==> src/rtl/jam_cost_arbiter_pkg.sv <==
// Shared types and widths for the Cost ROM arbiter slice.
//   JAM_IDX_W : width of a worker/job index (W, J)
//   COST_W    : width of one Cost ROM word
//   NREQ_MAX  : largest supported number of requesting engines
package jam_pkg;
  localparam int unsigned JAM_IDX_W = 3;
  localparam int unsigned COST_W    = 7;
  localparam int unsigned NREQ_MAX  = 4;

  typedef enum logic {
    OPEN,
    LOCKED
  } arb_state_t;

  // One slot of the read-latency pipeline: which engine a read belongs to.
  typedef struct packed {
    logic       valid;
    logic [1:0] id;
  } tag_t;
endpackage

==> src/rtl/jam_cost_arbiter_if.sv <==
// Engine-side bus of the Cost ROM arbiter.
//   req_valid/req_lock/req_w/req_j : per-engine read request (engine i at [3i+2:3i])
//   req_ready                      : one-hot grant back to the engines
//   rsp_valid/rsp_cost             : one-hot response pulse and its Cost word
// master = the engines, slave = the arbiter.
interface jam_cost_arbiter_if
  import jam_pkg::*;
#(
  parameter int unsigned NREQ = 2
);
  logic [NREQ-1:0]           req_valid;
  logic [NREQ-1:0]           req_lock;
  logic [JAM_IDX_W*NREQ-1:0] req_w;
  logic [JAM_IDX_W*NREQ-1:0] req_j;
  logic [NREQ-1:0]           req_ready;
  logic [NREQ-1:0]           rsp_valid;
  logic [COST_W-1:0]         rsp_cost;

  modport master (
    output req_valid, req_lock, req_w, req_j,
    input  req_ready, rsp_valid, rsp_cost
  );

  modport slave (
    input  req_valid, req_lock, req_w, req_j,
    output req_ready, rsp_valid, rsp_cost
  );
endinterface

==> src/rtl/jam_cost_arbiter_rr_pick.sv <==
// Combinational round-robin picker.
//   valid : request vector
//   ptr   : index searched first; search continues ptr+1, ... mod NREQ
//   mask  : requests allowed to win this cycle
//   grant : one-hot winner (zero if nobody eligible)
//   idx   : binary index of the winner
//   any   : a winner exists
module jam_rr_pick #(
  parameter int unsigned NREQ = 2
) (
  input  logic [NREQ-1:0] valid,
  input  logic [1:0]      ptr,
  input  logic [NREQ-1:0] mask,
  output logic [NREQ-1:0] grant,
  output logic [1:0]      idx,
  output logic            any
);
  always_comb begin
    int unsigned c;
    c     = 0;
    grant = '0;
    idx   = '0;
    any   = 1'b0;
    for (int unsigned k = 0; k < NREQ; k++) begin
      c = (32'(ptr) + k) % NREQ;
      if (!any && valid[c] && mask[c]) begin
        any      = 1'b1;
        grant[c] = 1'b1;
        idx      = 2'(c);
      end
    end
  end
endmodule

==> src/rtl/jam_cost_arbiter.sv <==
// Shares one Cost ROM among NREQ permutation-search engines.
//   CLK, RST    : clock, asynchronous active-high reset
//   eng         : engine-side request/response bus (slave modport)
//   W, J        : registered ROM worker/job address
//   Cost        : ROM data, sampled ROM_LAT cycles after W/J update
//   total_reads : count of accepted reads, wrapping
// Round-robin grant, with an optional lock that lets one engine own the
// ROM for up to MAX_BURST consecutive reads. A tag pipeline follows each
// read so the returned Cost is routed back to its issuer.
module jam_cost_arbiter
  import jam_pkg::*;
#(
  parameter int unsigned NREQ      = 2,
  parameter int unsigned ROM_LAT   = 1,
  parameter int unsigned MAX_BURST = 8
) (
  input  logic                 CLK,
  input  logic                 RST,
  jam_cost_arbiter_if.slave    eng,
  output logic [JAM_IDX_W-1:0] W,
  output logic [JAM_IDX_W-1:0] J,
  input  logic [COST_W-1:0]    Cost,
  output logic [15:0]          total_reads
);
  localparam int unsigned BW = $clog2(MAX_BURST + 1);

  arb_state_t          state, state_nxt;
  logic [1:0]          rr_ptr, rr_ptr_nxt, owner, owner_nxt, pick_idx;
  logic [BW-1:0]       burst_cnt, burst_nxt, burst_inc;
  logic [NREQ-1:0]     owner_oh, pick_mask, grant;
  logic                pick_any, accept_lock, owner_valid;
  logic [JAM_IDX_W-1:0] sel_w, sel_j;
  tag_t [ROM_LAT-1:0]  tag_pipe;
  tag_t                tag_out;
  logic [NREQ-1:0]     rsp_valid_q;
  logic [COST_W-1:0]   rsp_cost_q;

  assign owner_oh    = NREQ'(1) << owner;
  assign pick_mask   = (state == LOCKED) ? owner_oh : '1;
  assign accept_lock = |(eng.req_lock & grant);
  assign owner_valid = |(eng.req_valid & owner_oh);
  assign burst_inc   = burst_cnt + BW'(1);

  jam_rr_pick #(.NREQ(NREQ)) u_pick (
    .valid (eng.req_valid),
    .ptr   (rr_ptr),
    .mask  (pick_mask),
    .grant (grant),
    .idx   (pick_idx),
    .any   (pick_any)
  );

  assign eng.req_ready = grant;

  always_comb begin
    sel_w = '0;
    sel_j = '0;
    for (int unsigned i = 0; i < NREQ; i++) begin
      if (grant[i]) begin
        sel_w = eng.req_w[i*JAM_IDX_W +: JAM_IDX_W];
        sel_j = eng.req_j[i*JAM_IDX_W +: JAM_IDX_W];
      end
    end
  end

  always_comb begin
    state_nxt  = state;
    owner_nxt  = owner;
    burst_nxt  = burst_cnt;
    rr_ptr_nxt = rr_ptr;
    if (pick_any)
      rr_ptr_nxt = (pick_idx == 2'(NREQ - 1)) ? 2'd0 : pick_idx + 2'd1;
    unique case (state)
      OPEN: begin
        if (pick_any && accept_lock && (MAX_BURST > 1)) begin
          state_nxt = LOCKED;
          owner_nxt = pick_idx;
          burst_nxt = BW'(1);
        end
      end
      LOCKED: begin
        // An owner that lets valid drop gives the ROM back immediately,
        // so a stalled engine can never starve the others.
        if (!owner_valid || (pick_any && !accept_lock) ||
            (pick_any && burst_inc == BW'(MAX_BURST))) begin
          state_nxt = OPEN;
          burst_nxt = '0;
        end else if (pick_any) begin
          burst_nxt = burst_inc;
        end
      end
      default: state_nxt = OPEN;
    endcase
  end

  always_ff @(posedge CLK or posedge RST) begin
    if (RST) begin
      state       <= OPEN;
      owner       <= '0;
      burst_cnt   <= '0;
      rr_ptr      <= '0;
      W           <= '0;
      J           <= '0;
      total_reads <= '0;
    end else begin
      state     <= state_nxt;
      owner     <= owner_nxt;
      burst_cnt <= burst_nxt;
      rr_ptr    <= rr_ptr_nxt;
      if (pick_any) begin
        W           <= sel_w;
        J           <= sel_j;
        total_reads <= total_reads + 16'd1;
      end
    end
  end

  // Slot 0 is written at the accept edge together with W/J, so the last
  // slot is valid exactly when Cost for that address is being presented.
  assign tag_out = tag_pipe[ROM_LAT-1];

  always_ff @(posedge CLK or posedge RST) begin
    if (RST) begin
      tag_pipe    <= '0;
      rsp_valid_q <= '0;
      rsp_cost_q  <= '0;
    end else begin
      tag_pipe[0] <= '{valid: pick_any, id: pick_idx};
      for (int unsigned k = 1; k < ROM_LAT; k++)
        tag_pipe[k] <= tag_pipe[k-1];
      if (tag_out.valid) begin
        rsp_valid_q <= NREQ'(1) << tag_out.id;
        rsp_cost_q  <= Cost;
      end else begin
        rsp_valid_q <= '0;
      end
    end
  end

  assign eng.rsp_valid = rsp_valid_q;
  assign eng.rsp_cost  = rsp_cost_q;
endmodule
==> src/flat_wrapper.sv <==
// flat-port wrapper written by rule: the top's interface ports become plain ports
module jam_cost_arbiter_flat import jam_pkg::*;
#(
  parameter int unsigned NREQ      = 2,
  parameter int unsigned ROM_LAT   = 1,
  parameter int unsigned MAX_BURST = 8
)
  (CLK, RST, W, J, Cost, total_reads, eng_req_valid, eng_req_lock, eng_req_w, eng_req_j, eng_req_ready, eng_rsp_valid, eng_rsp_cost);
  jam_cost_arbiter_if #(.NREQ(NREQ)) eng_i ();
  input  logic CLK;
  input  logic RST;
  output logic [JAM_IDX_W-1:0] W;
  output logic [JAM_IDX_W-1:0] J;
  input  logic [COST_W-1:0] Cost;
  output logic [15:0] total_reads;
  input wire logic [$bits(eng_i.req_valid)-1:0] eng_req_valid;
  input wire logic [$bits(eng_i.req_lock)-1:0] eng_req_lock;
  input wire logic [$bits(eng_i.req_w)-1:0] eng_req_w;
  input wire logic [$bits(eng_i.req_j)-1:0] eng_req_j;
  output wire logic [$bits(eng_i.req_ready)-1:0] eng_req_ready;
  output wire logic [$bits(eng_i.rsp_valid)-1:0] eng_rsp_valid;
  output wire logic [$bits(eng_i.rsp_cost)-1:0] eng_rsp_cost;
  assign eng_i.req_valid = eng_req_valid;
  assign eng_i.req_lock = eng_req_lock;
  assign eng_i.req_w = eng_req_w;
  assign eng_i.req_j = eng_req_j;
  assign eng_req_ready = eng_i.req_ready;
  assign eng_rsp_valid = eng_i.rsp_valid;
  assign eng_rsp_cost = eng_i.rsp_cost;
  jam_cost_arbiter #(.NREQ(NREQ), .ROM_LAT(ROM_LAT), .MAX_BURST(MAX_BURST)) u_core (.CLK(CLK), .RST(RST), .eng(eng_i), .W(W), .J(J), .Cost(Cost), .total_reads(total_reads));
endmodule
==> config.mk <==
export PLATFORM = sky130hd
export DESIGN_NAME = jam_cost_arbiter_flat
export DESIGN_NICKNAME = d
export VERILOG_FILES = /design/src/rtl/jam_cost_arbiter_pkg.sv /design/src/rtl/jam_cost_arbiter_if.sv /design/src/rtl/jam_cost_arbiter_rr_pick.sv /design/src/rtl/jam_cost_arbiter.sv /design/src/flat_wrapper.sv
export SDC_FILE = /design/constraint.sdc
export NUM_CORES = 1
export LEC_CHECK = 0
export ABC_AREA = 1
export BUFFER_PORTS_ARGS = -buffer_cell sky130_fd_sc_hd__clkbuf_2
export CORE_MARGIN = 4
export CORE_UTILIZATION = 56
export DETAILED_ROUTE_END_ITERATION = 12
export GPL_TIMING_DRIVEN = 0
export PLACE_DENSITY = 0.84
export SETUP_SLACK_MARGIN = 0.4
export SYNTH_ARGS = -nofsm -noshare
export SYNTH_HDL_FRONTEND = slang
export SYNTH_HIERARCHICAL = 1
export SYNTH_SLANG_ARGS = --single-unit
export TNS_END_PERCENT = 50
==> constraint.sdc <==
create_clock -name CLK -period 3.5 [get_ports CLK]
set_input_delay 0.525 -clock CLK [delete_from_list [all_inputs] [get_ports CLK]]
set_output_delay 0.525 -clock CLK [all_outputs]
set_load 0.01 [all_outputs]
Word level (Yosys, flattened, before mapping)
Index checks and enable logic that the tools add are counted.
- register bits after elaboration: 40
- input port bits: 25
- output and inout bits: 33
- logic and storage cells: 78
- add/subtract/negate cells: 4
- magnitude comparators: 4
- eq/ne operators: 4
- shift operators: 2
- muxes and demuxes: 32
- bitwise gates (word level): 4
- reduce and logical (&&, ||, !) cells: 17
- operators with widths (kind ; number):
    two-way mux 1 bit ; 17
    adder 16 x 1 -> 16 bit, second input constant ; 1
    two-way mux 3 bit ; 4
    two-way mux 4 bit ; 3
    logical AND 1 bit ; 8
    two-way mux 2 bit ; 4
    one-hot mux 4 bit (2 select lines) ; 1
    adder 4 x 1 -> 4 bit, second input constant ; 1
    bitwise AND 2 bit ; 2
    equality test 4 bit, second input constant ; 1
    < comparator 1 x 2 -> 1 bit, second input constant ; 2
    AND reduction 2 bit ; 2
    OR reduction 2 bit ; 2
    << shifter 1 x 1 -> 2 bit, first input constant ; 2
    logical NOT 1 bit ; 3
    != test 3 bit, second input constant ; 1
    adder 1 bit, second input constant ; 2
    demux 1 bit (select 1 bit) ; 2
    >= comparator 1 bit, second input constant ; 2
    logical OR 1 bit ; 2
    != test 2 x 1 -> 1 bit, second input constant ; 1
    bitwise OR 2 bit ; 1
    one-hot mux 1 bit (2 select lines) ; 1
    equality test 1 bit, second input constant ; 1
    NOT 1 bit ; 1

Logic depth before layout (Yosys ltp)
- depth after elaboration: 18
- depth in mapped cells: 13
- mapped depth without buffers: 13

Hierarchy
The synthesis kept the hierarchy.
- modules (own cells, without submodules) (module ; instances ; cells each ; area an instance (µm²) ; seq. area each (µm²)):
    jam_cost_arbiter ; 1 ; 227 ; 2006.9 ; 1076.0
    jam_rr_pick ; 1 ; 12 ; 55.1 ; 0.0

Worst setup path after synthesis
Ideal clock, no wire load.
- path type: reg2reg
- start point: reg u_core.owner[0]
- end point: reg u_core.burst_cnt[1]
- library setup time: 0.065 ns
- data arrival time: 1.671 ns
- data required time: 3.435 ns
- path slack: 1.764 ns
- cell stages (with the launch flop): 12
- buffers on the path: 1
- clock period less this slack: 1.736 ns
- path through: dfrtp_1 -> inv_1 -> o21ai_0 -> nand2_1 -> nor2_1 -> buf_2 -> nand2_1 -> nand3_1 -> nand2_1 -> a21oi_1 -> nand3_1 -> nand2_1
- longest elaborated chain between the ends: 18
- elaborated cells between the ends (all ways): 31
- classes of those cells: eq/ne (2); shift (1); mux (11); bitwise (3); reduce/logical (14)
- ends and longest elaborated chain (item ; line ; RTL):
    start: declaration ; jam_cost_arbiter.sv:28 ; logic [1:0] rr_ptr, rr_ptr_nxt, owner, owner_nxt, pick_idx;
    start signal: assignment ; jam_cost_arbiter.sv:107 ; owner <= owner_nxt;
    << shifter 1 x 1 -> 2 bit * ; jam_cost_arbiter.sv:38 ; assign owner_oh = NREQ'(1) << owner;
    two-way mux 2 bit * ; jam_cost_arbiter.sv:39 ; assign pick_mask = (state == LOCKED) ? owner_oh : '1;
    net u_core.pick_mask[1] ; jam_cost_arbiter.sv:30 ; logic [NREQ-1:0] owner_oh, pick_mask, grant;
    two-way mux 1 bit (implied by the code) (2 in a row) ; jam_cost_arbiter_rr_pick.sv:26 ; if (!any && valid[c] && mask[c]) begin
    logical AND 1 bit ; jam_cost_arbiter_rr_pick.sv:26 ;
    two-way mux 1 bit ; jam_cost_arbiter_rr_pick.sv:26 ;
    logical NOT 1 bit ; jam_cost_arbiter_rr_pick.sv:26 ;
    logical AND 1 bit (2 in a row) ; jam_cost_arbiter_rr_pick.sv:26 ;
    two-way mux 2 bit * ; jam_cost_arbiter_rr_pick.sv:26 ;
    net eng_req_ready[1] ; flat_wrapper.sv:20 ; output wire logic [$bits(eng_i.req_ready)-1:0] eng_req_ready;
    bitwise AND 2 bit * ; jam_cost_arbiter.sv:40 ; assign accept_lock = |(eng.req_lock & grant);
    OR reduction 2 bit * ; jam_cost_arbiter.sv:40 ;
    logical NOT 1 bit ; jam_cost_arbiter.sv:84 ; if (!owner_valid || (pick_any && !accept_lock) ||
    logical AND 1 bit ; jam_cost_arbiter.sv:84 ;
    logical OR 1 bit (2 in a row) ; jam_cost_arbiter.sv:84 ;
    two-way mux 4 bit / != test 3 bit (equally long branches) ; - ;
    one-hot mux 4 bit (2 select lines) / AND reduction 2 bit (equally long branches) ; - ;
    end signal: assignment ; jam_cost_arbiter.sv:108 ; burst_cnt <= burst_nxt;
    end: declaration ; jam_cost_arbiter.sv:29 ; logic [BW-1:0] burst_cnt, burst_nxt, burst_inc;
Mark *: on every way through the listed nets, which the timed path passes. The rest lies on a longest branch. The select of a mux whose other input is x is not followed.
A chain may end at the register's enable or synchronous reset.

Final worst setup path
- start point: reg u_core.owner[0]
- end point: out eng_req_ready[1]
- longest elaborated chain between the ends: 10
- elaborated cells between the ends (all ways): 14
- classes of those cells: shift (1); mux (8); bitwise (1); reduce/logical (4)
- ends and longest elaborated chain (item ; line):
    << shifter 1 x 1 -> 2 bit * ; jam_cost_arbiter.sv:38
    two-way mux 2 bit * ; jam_cost_arbiter.sv:39
    net u_core.pick_mask[1] ; jam_cost_arbiter.sv:30
    two-way mux 1 bit (implied by the code) (2 in a row) ; jam_cost_arbiter_rr_pick.sv:26
    logical AND 1 bit ; jam_cost_arbiter_rr_pick.sv:26
    two-way mux 1 bit ; jam_cost_arbiter_rr_pick.sv:26
    logical NOT 1 bit ; jam_cost_arbiter_rr_pick.sv:26
    logical AND 1 bit (2 in a row) ; jam_cost_arbiter_rr_pick.sv:26
    two-way mux 2 bit * ; jam_cost_arbiter_rr_pick.sv:26
    end: declaration ; flat_wrapper.sv:20
Marks and branches as above.

==> summary.md <==
| Metric | Value |
|---|---|
| Synth Instances | `235` |
| Max-slew headroom | `43.7%` |
| Crit end category | `primary output` |
| Clk slew on worst S/H paths | `0.13 ns` |
| Layout Skew | `0.0151 ns` |
| Syn_nets | `263` |
| Largest net degree at the start of global routing | `43` |
| Routed Antenna Nets | `0` |
| Placer Congestion | `0.853` |
| Clock Tree Root | `clkbuf_4` |
| GRT Total Usage | `20.0%` |
| Unrepaired setup endpoints after global routing | `no` |
| Post-CTS setup buffer count | `0` |
| PwrDens | `658 nW/um2` |
| DR vias | `1,701` |
| Drt initial violations | `90` |
| H-Tree Depth | `2` |
| Post-CTS Hold Fix Bufs | `0` |
| Register area | `1050 um2` |
| Cell row count | `21` |
| Post-DP HPWL | `3070 um` |
| Inserted Clock Buffers | `5` |
| DR vias/cell | `4.92` |
| CTS resizes | `0` |
| Synth Area per Inst | `8.61 um2` |
| Final Max Slew Viols | `0` |
| Longest Clk Path Bufs | `2` |
| Worst Path Required | `2.97 ns` |
| Max frequency | `491 MHz` |
| Initial antenna violation count | `0` |
| VDD IR max | `0.500 mV` |
| Hold_ws | `0.301 ns` |
| Residual DRC | `0` |
| Share of cells above drive strength 1 | `27.0%` |
| First-pass GRT wire length | `6870 um` |
| Initial Util | `59.3%` |
| Die X | `68.1 um` |
| Fin. Hold Viols | `0` |
| Number of I/O port buffers | `57` |
| Max-cap violations | `0` |
| Clk sink count | `42` |
| Final Cycle Share | `58.2%` |
| CTS tree | `yes` |
| Crit path time final | `2.04 ns` |
| P_leak | `0.00136 uW` |
| Syn. warnings | `6` |
| Area delta synth->final | `20.8%` |
| # IOs | `58` |
| Fill count | `279` |
| Fin Setup TNS | `0 ns` |
| Arrival time at the worst endpoint | `1.51 ns` |
| Worst-Skew Late Latency | `0.36 ns` |
| Mean routed wirelength per cell | `11.8 um` |
| Routed WL | `4080 um` |
| Die footprint | `4640 um2` |
| Core Footprint | `3420 um2` |
| Run status | `complete, no violations` |
| Ant diodes | `0` |
| First-pass DRT Iterations | `4` |
| Multi-input gate area | `825 um2` |
| Setup CP Type | `reg -> out` |
| Final setup fails | `0` |
| Vias in the first global route | `1,644` |
| CP Launch Type | `register` |
| Post-layout nets | `327` |
| Cell area after synthesis | `2020 um2` |
| Least-Margin Pin Slew | `0.843 ns` |
| Gr ovfl total | `0` |
| Crit-path max FO | `4` |
| Min-Delay Path Class | `in -> async` |
| Die H | `68.1 um` |
[critical path, cell delays in order (launching register included)]
cell and delay, ns:
dfrtp_1 0.42, inv_1 0.07, o21ai_0 0.22, nand2_1 0.12, nor2_1 0.16, clkbuf_2 0.15
[metal layers]
metal	up-vias	global-route usage [%]	share of wire [%]
li1	868	-	-
met1	783	23.6	44
met2	41	34.2	48
met3	9	5.91	5.5
met4	0	7.94	1.8
met5	-	0	0
[power breakdown]
| part | total, uW | switching (uW) | internal [uW] |
|---|---|---|---|
| logic | 567 | 349 | 218 |
| registers | 732 | 115 | 617 |
| clock network | 309 | 159 | 151 |
| total | 1610 | 623 | 985 |
[registers in the layout, summed over array words and instances (netlist names)]
register / flops
u_core/state: 1
u_core/J: 3
u_core/burst_cnt: 4
u_core/tag_out: 3
u_core/owner: 2
u_core/eng.rsp_valid: 2
u_core/W: 3
u_core/rr_ptr: 1
u_core/eng.rsp_cost: 7
u_core/total_reads: 16
[stage by stage]
stage | utilization, % | total power (uW) | cell area [um2] | setup WS, ns | cells
after floorplan | - | 1100 | 2020 | 1.76 | 235
after global placement | 69.3 | 1280 | 2370 | 1.50 | 338
after detailed placement | 69.3 | 1310 | 2370 | 1.57 | 338
after CTS | 71.6 | 1620 | 2450 | 1.44 | 346
after global routing | 71.6 | 1740 | 2450 | 1.22 | 346
final | 71.6 | 1610 | 2450 | 1.46 | 346
[layout make-up]
| type | instances | share of cell area (%) |
|---|---|---|
| clock buffer | 6 | 1.69 |
| buffer | 5 | 1.33 |
| tap | 46 | 2.35 |
| multi-input combinational | 157 | 33.7 |
| inverter | 31 | 4.76 |
| sequential | 42 | 43.0 |
| timing repair buffer | 57 | 11.7 |
| clock inverter | 2 | 1.53 |
[worst paths after layout]
kind / from / endpoint / slack (ns) / cells past startpoint
worst max-delay path: u_core/owner[0] / eng_req_ready[1] / 1.46 / 5
worst min-delay path: RST / u_core/total_reads[5] / 0.30 / 2
worst max register to register: u_core/owner[0] / u_core/total_reads[11] / 1.51 / 12
worst min register to register: u_core/tag_out[0] / u_core/eng.rsp_valid[0] / 0.42 / 1
max in group asynchronous: RST / u_core/J[0] / 2.66 / 2
min in group CLK: Cost[0] / u_core/eng.rsp_cost[0] / 0.36 / 3
[cells in the final DEF, fill, tap and decap left out, types with 2 or more instances in the layout]
master / count
inv_1: 29
nand2_1: 77
nor2_2: 2
nand3_1: 15
ha_1: 3
nor2_4: 3
xor2_1: 7
nand2_4: 3
buf_2: 2
dfrtp_1: 42
nor2_1: 10
clkbuf_1: 2
clkbuf_2: 57
nor3_1: 2
xnor2_1: 4
nand4_1: 5
a22oi_1: 6
clkbuf_4: 5
o21ai_0: 12
(Power assumes the default switching activity.)
